==> src/rtl/ram_loader_if.sv <==
// ============================================================================
// Module      : ram_loader_if
// Description : Byte-stream, CPU-side and RAM-side signals of the ram_loader.
// Revision    : 1.0 - initial release
// ============================================================================
`default_nettype none

interface ram_loader_if #(
  parameter int DATA_WIDTH = 32,
  parameter int ADDR_WIDTH = 12
);
  logic [7:0]            in_data;
  logic                  in_valid;
  logic                  in_ready;
  logic [ADDR_WIDTH-1:0] cpu_addr;
  logic [DATA_WIDTH-1:0] cpu_data_in;
  logic                  cpu_we;
  logic [ADDR_WIDTH-1:0] ram_addr;
  logic [DATA_WIDTH-1:0] ram_data_in;
  logic                  ram_we;
  logic                  cpu_run;
  logic                  error;

  modport master (
    output in_data, in_valid, cpu_addr, cpu_data_in, cpu_we,
    input  in_ready, ram_addr, ram_data_in, ram_we, cpu_run, error
  );

  modport slave (
    input  in_data, in_valid, cpu_addr, cpu_data_in, cpu_we,
    output in_ready, ram_addr, ram_data_in, ram_we, cpu_run, error
  );
endinterface

`default_nettype wire

==> src/rtl/ram_loader.sv <==
// ============================================================================
// Module      : ram_loader
// Description : Loads a length-prefixed byte stream into RAM, then hands the
//               RAM port to the CPU. RAM_LOADER_CHECKSUM_EN adds a checksum.
// Revision    : 1.0 - initial release
// ============================================================================
`default_nettype none

module ram_loader #(
  parameter int DATA_WIDTH = 32,
  parameter int ADDR_WIDTH = 12
) (
  input  logic        clk,
  input  logic        reset_n,
  ram_loader_if.slave bus
);

  localparam int BPW   = DATA_WIDTH / 8;
  localparam int CNT_W = (BPW > 1) ? $clog2(BPW) : 1;
  localparam logic [CNT_W-1:0] C_LAST_BYTE = CNT_W'(BPW - 1);

  typedef enum logic [2:0] {
    S_LEN_LO = 3'd0,
    S_LEN_HI = 3'd1,
    S_DATA   = 3'd2,
    S_CHECK  = 3'd3,
    S_DRAIN  = 3'd4,
    S_DONE   = 3'd5,
    S_ERROR  = 3'd6
  } state_t;

  state_t                r_state;
  state_t                w_state_next;
  state_t                w_after_data;
  logic                  r_in_ready;
  logic [15:0]           r_len;
  logic [15:0]           r_words;
  logic [CNT_W-1:0]      r_byte_cnt;
  logic [DATA_WIDTH-1:0] r_shift;
  logic [ADDR_WIDTH-1:0] r_waddr;
  logic                  r_we;
  logic [ADDR_WIDTH-1:0] r_wr_addr;
  logic [DATA_WIDTH-1:0] r_wr_data;
  logic [DATA_WIDTH-1:0] w_word;
  logic                  w_accept;
  logic                  w_word_done;

`ifdef RAM_LOADER_CHECKSUM_EN
  logic [7:0]            r_sum;
  assign w_after_data = S_CHECK;
`else
  assign w_after_data = S_DRAIN;
`endif

  assign w_accept      = bus.in_valid && r_in_ready;
  assign w_word_done   = (r_byte_cnt == C_LAST_BYTE);
  assign bus.in_ready  = r_in_ready;

  // Bytes enter at the top so the first byte of a word ends up in the LSBs.
  generate
    if (BPW == 1) begin : g_pack_single
      assign w_word = bus.in_data;
    end else begin : g_pack_multi
      assign w_word = {bus.in_data, r_shift[DATA_WIDTH-1:8]};
    end
  endgenerate

  always_ff @(posedge clk) begin
    if (!reset_n) begin
      r_state    <= S_LEN_LO;
      r_in_ready <= 1'b0;
    end else begin
      r_state    <= w_state_next;
      r_in_ready <= (w_state_next == S_LEN_LO) || (w_state_next == S_LEN_HI) ||
                    (w_state_next == S_DATA)   || (w_state_next == S_CHECK);
    end
  end

  always_comb begin
    w_state_next    = r_state;
    bus.ram_addr    = r_wr_addr;
    bus.ram_data_in = r_wr_data;
    bus.ram_we      = r_we;
    bus.cpu_run     = 1'b0;
    bus.error       = 1'b0;
    case (r_state)
      S_LEN_LO: if (w_accept) w_state_next = S_LEN_HI;
      S_LEN_HI: if (w_accept)
        w_state_next = ({bus.in_data, r_len[7:0]} == 16'd0) ? w_after_data : S_DATA;
      S_DATA: if (w_accept && w_word_done && (r_words == r_len - 16'd1))
        w_state_next = w_after_data;
`ifdef RAM_LOADER_CHECKSUM_EN
      S_CHECK: if (w_accept)
        w_state_next = (bus.in_data == r_sum) ? S_DRAIN : S_ERROR;
      S_ERROR: begin
        bus.ram_we = 1'b0;
        bus.error  = 1'b1;
      end
`endif
      S_DRAIN: w_state_next = S_DONE;
      S_DONE: begin
        bus.ram_addr    = bus.cpu_addr;
        bus.ram_data_in = bus.cpu_data_in;
        bus.ram_we      = bus.cpu_we;
        bus.cpu_run     = 1'b1;
      end
      default: ;
    endcase
  end

  always_ff @(posedge clk) begin
    if (!reset_n) begin
      r_len      <= '0;
      r_words    <= '0;
      r_byte_cnt <= '0;
      r_shift    <= '0;
      r_waddr    <= '0;
      r_we       <= 1'b0;
      r_wr_addr  <= '0;
      r_wr_data  <= '0;
`ifdef RAM_LOADER_CHECKSUM_EN
      r_sum      <= '0;
`endif
    end else begin
      r_we <= 1'b0;
      if (w_accept) begin
        case (r_state)
          S_LEN_LO: r_len[7:0]  <= bus.in_data;
          S_LEN_HI: r_len[15:8] <= bus.in_data;
          S_DATA: begin
`ifdef RAM_LOADER_CHECKSUM_EN
            r_sum <= r_sum + bus.in_data;
`endif
            r_shift <= w_word;
            if (w_word_done) begin
              r_byte_cnt <= '0;
              r_we       <= 1'b1;
              r_wr_addr  <= r_waddr;
              r_wr_data  <= w_word;
              r_waddr    <= r_waddr + 1'b1;
              r_words    <= r_words + 16'd1;
            end else begin
              r_byte_cnt <= r_byte_cnt + 1'b1;
            end
          end
          default: ;
        endcase
      end
    end
  end

endmodule

`default_nettype wire

==> src/flat_wrapper.sv <==
// flat-port wrapper written by rule: the top's interface ports become plain ports
module ram_loader_flat 
#(
  parameter int DATA_WIDTH = 32,
  parameter int ADDR_WIDTH = 12
)
  (clk, reset_n, bus_in_data, bus_in_valid, bus_cpu_addr, bus_cpu_data_in, bus_cpu_we, bus_in_ready, bus_ram_addr, bus_ram_data_in, bus_ram_we, bus_cpu_run, bus_error);
  ram_loader_if #(.DATA_WIDTH(DATA_WIDTH), .ADDR_WIDTH(ADDR_WIDTH)) bus_i ();
  input  logic clk;
  input  logic reset_n;
  input wire logic [$bits(bus_i.in_data)-1:0] bus_in_data;
  input wire logic [$bits(bus_i.in_valid)-1:0] bus_in_valid;
  input wire logic [$bits(bus_i.cpu_addr)-1:0] bus_cpu_addr;
  input wire logic [$bits(bus_i.cpu_data_in)-1:0] bus_cpu_data_in;
  input wire logic [$bits(bus_i.cpu_we)-1:0] bus_cpu_we;
  output wire logic [$bits(bus_i.in_ready)-1:0] bus_in_ready;
  output wire logic [$bits(bus_i.ram_addr)-1:0] bus_ram_addr;
  output wire logic [$bits(bus_i.ram_data_in)-1:0] bus_ram_data_in;
  output wire logic [$bits(bus_i.ram_we)-1:0] bus_ram_we;
  output wire logic [$bits(bus_i.cpu_run)-1:0] bus_cpu_run;
  output wire logic [$bits(bus_i.error)-1:0] bus_error;
  assign bus_i.in_data = bus_in_data;
  assign bus_i.in_valid = bus_in_valid;
  assign bus_i.cpu_addr = bus_cpu_addr;
  assign bus_i.cpu_data_in = bus_cpu_data_in;
  assign bus_i.cpu_we = bus_cpu_we;
  assign bus_in_ready = bus_i.in_ready;
  assign bus_ram_addr = bus_i.ram_addr;
  assign bus_ram_data_in = bus_i.ram_data_in;
  assign bus_ram_we = bus_i.ram_we;
  assign bus_cpu_run = bus_i.cpu_run;
  assign bus_error = bus_i.error;
  ram_loader #(.DATA_WIDTH(DATA_WIDTH), .ADDR_WIDTH(ADDR_WIDTH)) u_core (.clk(clk), .reset_n(reset_n), .bus(bus_i));
endmodule
==> config.mk <==
export PLATFORM = sky130hd
export DESIGN_NAME = ram_loader_flat
export DESIGN_NICKNAME = d
export VERILOG_FILES = /design/src/rtl/ram_loader_if.sv /design/src/rtl/ram_loader.sv /design/src/flat_wrapper.sv
export SDC_FILE = /design/constraint.sdc
export NUM_CORES = 1
export LEC_CHECK = 0
export BUFFER_PORTS_ARGS = -buffer_cell sky130_fd_sc_hd__buf_4
export CORE_MARGIN = 3
export CORE_UTILIZATION = 32
export DETAILED_ROUTE_END_ITERATION = 7
export MAX_ROUTING_LAYER = met4
export PLACE_DENSITY_LB_ADDON = 0.25
export SYNTH_ARGS = -nofsm -noshare
export SYNTH_HDL_FRONTEND = slang
export SYNTH_SLANG_ARGS = --single-unit
export TNS_END_PERCENT = 20
==> constraint.sdc <==
create_clock -name clk -period 2.5 [get_ports clk]
set_clock_uncertainty 0.05 [all_clocks]
set_input_delay 0.25 -clock clk [delete_from_list [all_inputs] [get_ports clk]]
set_output_delay 0.25 -clock clk [all_outputs]
set_load 0.1 [all_outputs]
# After elaboration in Yosys (flattened, before gate mapping)
# Index checks and enable logic that the tools add are counted.
[word_totals]
elab_cells = 49
input_bits = 56
output_inout_bits = 48
register_bits = 127
[classes]
mux = 11
n_addsub = 4
reduce_logical = 14
n_eq_ne = 9
[op_table]
columns = ["cell", "n"]
rows = [
  ["$mux 32", 1],
  ["$add 16x1->16 const B", 1],
  ["$eq 16x16->1", 1],
  ["$logic_not 16->1", 1],
  ["$sub 16x1->16 const B", 1],
  ["$add 12x1->12 const B", 1],
  ["$mux 12", 1],
  ["$mux 3", 4],
  ["$pmux 3 s4", 1],
  ["$eq 3x2->1 const B", 3],
  ["$eq 3x1->1 const B", 2],
  ["$eq 3x3->1 const B", 2],
  ["$logic_not 3->1", 2],
  ["$reduce_and 2->1", 3],
  ["$reduce_and 3->1", 2],
  ["$logic_and 1x1->1", 3],
  ["$logic_or 1x1->1", 3],
  ["$mux 1", 3],
  ["$add 2x1->2 const B", 1],
  ["$eq 2x2->1 const B", 1],
  ["$mux 2", 1],
]

# Logic depth before layout (Yosys ltp)
[logic_depth]
depth_word = 9
mapped_depth = 9

# Least setup slack after synthesis
# Ideal clock, no wire load.
[synth_path]
path_type = "reg-to-output"
start = "reg u_core.r_state[0]"
end = "out bus_ram_data_in[22]"
path_slack_ns = -0.506
required_time_ns = 2.200
stages_incl_launch_ff = 7
t_arrival_ns = 2.706
n_path_buf = 1
cell_sequence = "dfxtp_1 > nor2b_1 > nand2_1 > inv_2 > buf_1 > nand2_1 > nand2_1"
[synth_between]
elab_chain_cells = 2
[synth_rtl]
columns = ["item", "line", "source"]
rows = [
  ["from (decl)", "ram_loader.sv:32", "state_t r_state;"],
  ["from (signal assigned)", "ram_loader.sv:73", "r_state <= w_state_next;"],
  ["$eq 3x3->1", "ram_loader.sv:86", "case (r_state)"],
  ["$mux 32", "ram_loader.sv:86", ""],
  ["to (decl)", "flat_wrapper.sv:18", "output wire logic [$bits(bus_i.ram_data_in)-1:0] bus_ram_data_in;"],
]
# No other way between the ends.

# Final worst setup path
[layout_path]
start = "reg u_core.r_len[0]"
end = "reg u_core.r_in_ready (netlist: u_core.bus.in_ready)"
[layout_between]
elab_chain_cells = 9
[layout_rtl]
columns = ["item", "line", "source"]
rows = [
  ["from (decl)", "ram_loader.sv:36", "logic [15:0] r_len;"],
  ["from (signal assigned)", "ram_loader.sv:128", "S_LEN_LO: r_len[7:0] <= bus.in_data;"],
  ["$sub 16x1->16", "ram_loader.sv:90", "S_DATA: if (w_accept && w_word_done && (r_words == r_len - 16'd1))"],
  ["$eq 16x16->1", "ram_loader.sv:90", ""],
  ["$logic_and 1x1->1", "ram_loader.sv:90", ""],
  ["$mux 3", "ram_loader.sv:90", ""],
  ["$pmux 3 s4 *", "ram_loader.sv:86", ""],
  ["$eq 3x1->1 or $logic_not 3->1 (tied branches)", "ram_loader.sv:74", "r_in_ready <= (w_state_next == S_LEN_LO) || (w_state_next == S_LEN_HI) ||"],
  ["$logic_or 1x1->1 (2 in series)", "ram_loader.sv:74", ""],
  ["$logic_or 1x1->1 *", "ram_loader.sv:75", "(w_state_next == S_DATA) || (w_state_next == S_CHECK);"],
  ["to (signal assigned)", "ram_loader.sv:74", ""],
  ["to (decl)", "ram_loader.sv:35", "logic r_in_ready;"],
]
# Mark *: on every way between the ends. The rest lies on a longest branch, timed or not.
# A chain may end at the register's enable or synchronous reset.

==> flow_summary.json <==
{
  "status": "completed",
  "dieArea_um2": 19600,
  "synth_nets": 804,
  "regToRegEndpoint": "u_core.bus.in_ready",
  "internal_power_w": 0.00383,
  "drv_slew": 0,
  "powerDensity_nw_per_um2": 651,
  "maxCapViolations": 0,
  "fill_cells": 1812,
  "grt_max_degree": 59,
  "fin_tns_setup_ns": 0,
  "dr.pass1.iters": 4,
  "netlist_area_um2": 5740,
  "cts_sinks": 119,
  "overflow": 0,
  "insertedDiodeCount": 0,
  "final_cell_mix": "289 x nand2_1, 123 x buf_4, 117 x dfxtp_1, 73 x a21boi_0, 30 x xnor2_1",
  "worstPathMaxFanout": 5,
  "post-route-drc-count": 0,
  "wl_mm": 13.8,
  "setup_viol": 0,
  "die_w_um": 140,
  "final_common_cell": "nand2_1",
  "layout.nets": 903,
  "vdd_ir_drop_max_mv": 0.548,
  "r2r_cells": 8,
  "cts_max_path_buffers": 2,
  "ys_async_sr_fraction": 0,
  "p_sw_w": 0.00101,
  "cts_root_buf": "clkbuf_16",
  "hold_depth": 3,
  "rows": 48,
  "synth_warnings": 0,
  "die_y_um": 140,
  "dp_cells": 1049,
  "grt_util_met1": 0.194,
  "finalCriticalPeriod_ns": 2.34,
  "cp.arrival_ns": 2.63,
  "grt-busiest-layer": "met2",
  "p_sw_frac": 0.208,
  "seq_area_frac_synth": 0.415,
  "wl_per_cell_um": 12.8,
  "hold_ws_ns": 0.0925,
  "min_path_type": "in2reg",
  "h-tree-depth": 4,
  "grt_pass1_vias": 4596,
  "core_area_um2": 17400,
  "grt_pass1_wl_mm": 22.8,
  "vias": 4971,
  "hpwl_mm": 9.58,
  "rsz0062_at_grt": "no",
  "grt_usage": 0.146,
  "power_w": 0.00483,
  "crit_required_ns": 2.80,
  "ios": 104,
  "cts_made_buffers": 17,
  "drive_above_1_share": 0.197,
  "ant_nets": 0,
  "syn_avg_cell_area_um2": 7.72,
  "finalCritPeriodShare": 0.935,
  "gp_congestion": 0.845,
  "syn_to_final_growth_pct": 29.3,
  "cts_tree": "done",
  "seq_power_share": 0.399,
  "portBuffers": 102,
  "crit_type": "reg2reg",
  "startpoint_type": "flop",
  "synth-seq-cells": 119,
  "r2r_slack_ns": 0.16,
  "insertion_delay_ns": 0.41,
  "hold_buffers": 0,
  "antenna_found_initial": 0,
  "synthFlopType": "dfxtp_1",
  "viasPerCell": 4.60,
  "fmax_mhz": 428,
  "final_hold_viol_count": 0,
  "maxSlewHeadroom": 0.634,
  "endpoint_kind": "flop",
  "start_util": 0.330,
  "layoutNonFillerInstCount": 1081,
  "hp-start": "bus_in_data[2]",
  "cellLeakagePower_nw": 3.12,
  "reg2reg_from": "u_core.r_len[0]",
  "worstMarginPinSlew_ns": 0.543,
  "min_to": "u_core.r_wr_data[26]",
  "synth_cell_types": 49,
  "combPwrFrac": 0.068,
  "grtUsageMet3": 0.0410,
  "pwr-share-clk": 0.533,
  "synth_edf_count": 0,
  "drt_iter0_drc": 222,
  "met2_usage": 0.220,
  "cts.reportedPaths.clkPinSlew_ns": 0.05,
  "syn_inst": 744
}
synth_stat cells, types with 3 or more instances:
| cell type | number | share of area |
|---|---|---|
| nor2_1 | 8 | 0.0052 |
| nor4_1 | 6 | 0.0065 |
| mux2i_1 | 15 | 0.026 |
| nand3_1 | 13 | 0.011 |
| a31oi_1 | 6 | 0.0065 |
| o21ai_0 | 3 | 0.0026 |
| a21oi_1 | 4 | 0.0035 |
| nand2_1 | 294 | 0.19 |
| buf_1 | 5 | 0.0033 |
| nor2b_1 | 19 | 0.021 |
| xnor2_1 | 30 | 0.046 |
| inv_1 | 5 | 0.0033 |
| dfxtp_1 | 119 | 0.41 |
| nand4_1 | 12 | 0.013 |
| a21boi_0 | 73 | 0.095 |
| clkbuf_1 | 35 | 0.023 |
| and2_1 | 26 | 0.028 |
| nor3_1 | 7 | 0.0061 |
| ha_1 | 4 | 0.0087 |
| and3_1 | 8 | 0.0087 |
| xor2_1 | 16 | 0.024 |
metal layers:
metal / vias up / share of wire
met1: 2217 / 0.50
met5: - / 0
met4: 0 / 0.010
met2: 100 / 0.44
met3: 12 / 0.049
li1: 2642 / -
power by group through the flow:
stage / Sequential, W / Clock, W / Combinational, W
after floorplan: 0.00197 / 0 / 0.000188
after global placement: 0.00197 / 0 / 0.000330
after detailed placement: 0.00197 / 0 / 0.000329
after CTS: 0.00193 / 0.00263 / 0.000330
after global routing: 0.00193 / 0.00272 / 0.000362
final: 0.00193 / 0.00257 / 0.000329
metrics by stage:
step,setup WS [ns],cell area (um2),util
floorplan,-0.0894,5770,-
global placement,0.192,6800,0.390
detailed placement,0.139,6800,0.390
CTS,0.130,7420,0.426
global route,0.0200,7420,0.426
finish,0.161,7420,0.426
worst max path at each step:
stage	from	end	cells past startpoint
after floorplan	u_core.r_state[0]	bus_ram_data_in[22]	6
after global placement	u_core.r_len[0]	u_core.bus.in_ready	8
after detailed placement	u_core.r_len[0]	u_core.bus.in_ready	8
after CTS	u_core.r_state[1]	bus_ram_data_in[31]	6
after global routing	u_core.r_state[1]	bus_ram_addr[11]	6
final	u_core.r_len[0]	u_core.bus.in_ready	8
worst max-delay path: stages (launching register included):
cell and delay [ns]:
dfxtp_2 0.34, inv_1 0.09, ha_1 0.19, or4b_4 0.49, or4_1 0.47, and4b_1 0.23
and3_1 0.16, nand4_1 0.09, and3_1 0.15
layout make-up:
class	instances	area, um2	area share
multi-input combinational	576	3190	0.429
sequential	119	2380	0.321
timing repair buffer	123	923	0.124
clock buffer	24	482	0.0649
tap	225	282	0.0379
clock inverter	8	144	0.0194
inverter	6	22.5	0.00303
state kept, by name (all words and copies together) (netlist names):
name,flops
u_core.r_byte_cnt,2
u_core.r_len,16
u_core.r_wr_data,32
u_core.r_shift,24
u_core.r_state,3
u_core.r_waddr,12
u_core.bus.in_ready,1
u_core.r_wr_addr,12
u_core.r_we,1
u_core.r_words,16
cells by family after synthesis:
group,Yosys count,share of synthesized area
DFF,119,0.415
xor gates and xnor gates,46,0.0701
muxes,16,0.0281
other,1,0.000653
buffers and inverters,49,0.0335
AOI/OAI and AO/OA,98,0.126
adders and majority gates,4,0.00871
and+or+nand+nor,411,0.318
repair_timing:
item / in CTS / in global routing
setup buffers: 0 / 0
gates resized for setup: 0 / 1
setup endpoints to repair: 0 / 1
No activity file was read; power rests on OpenSTA's default activity.
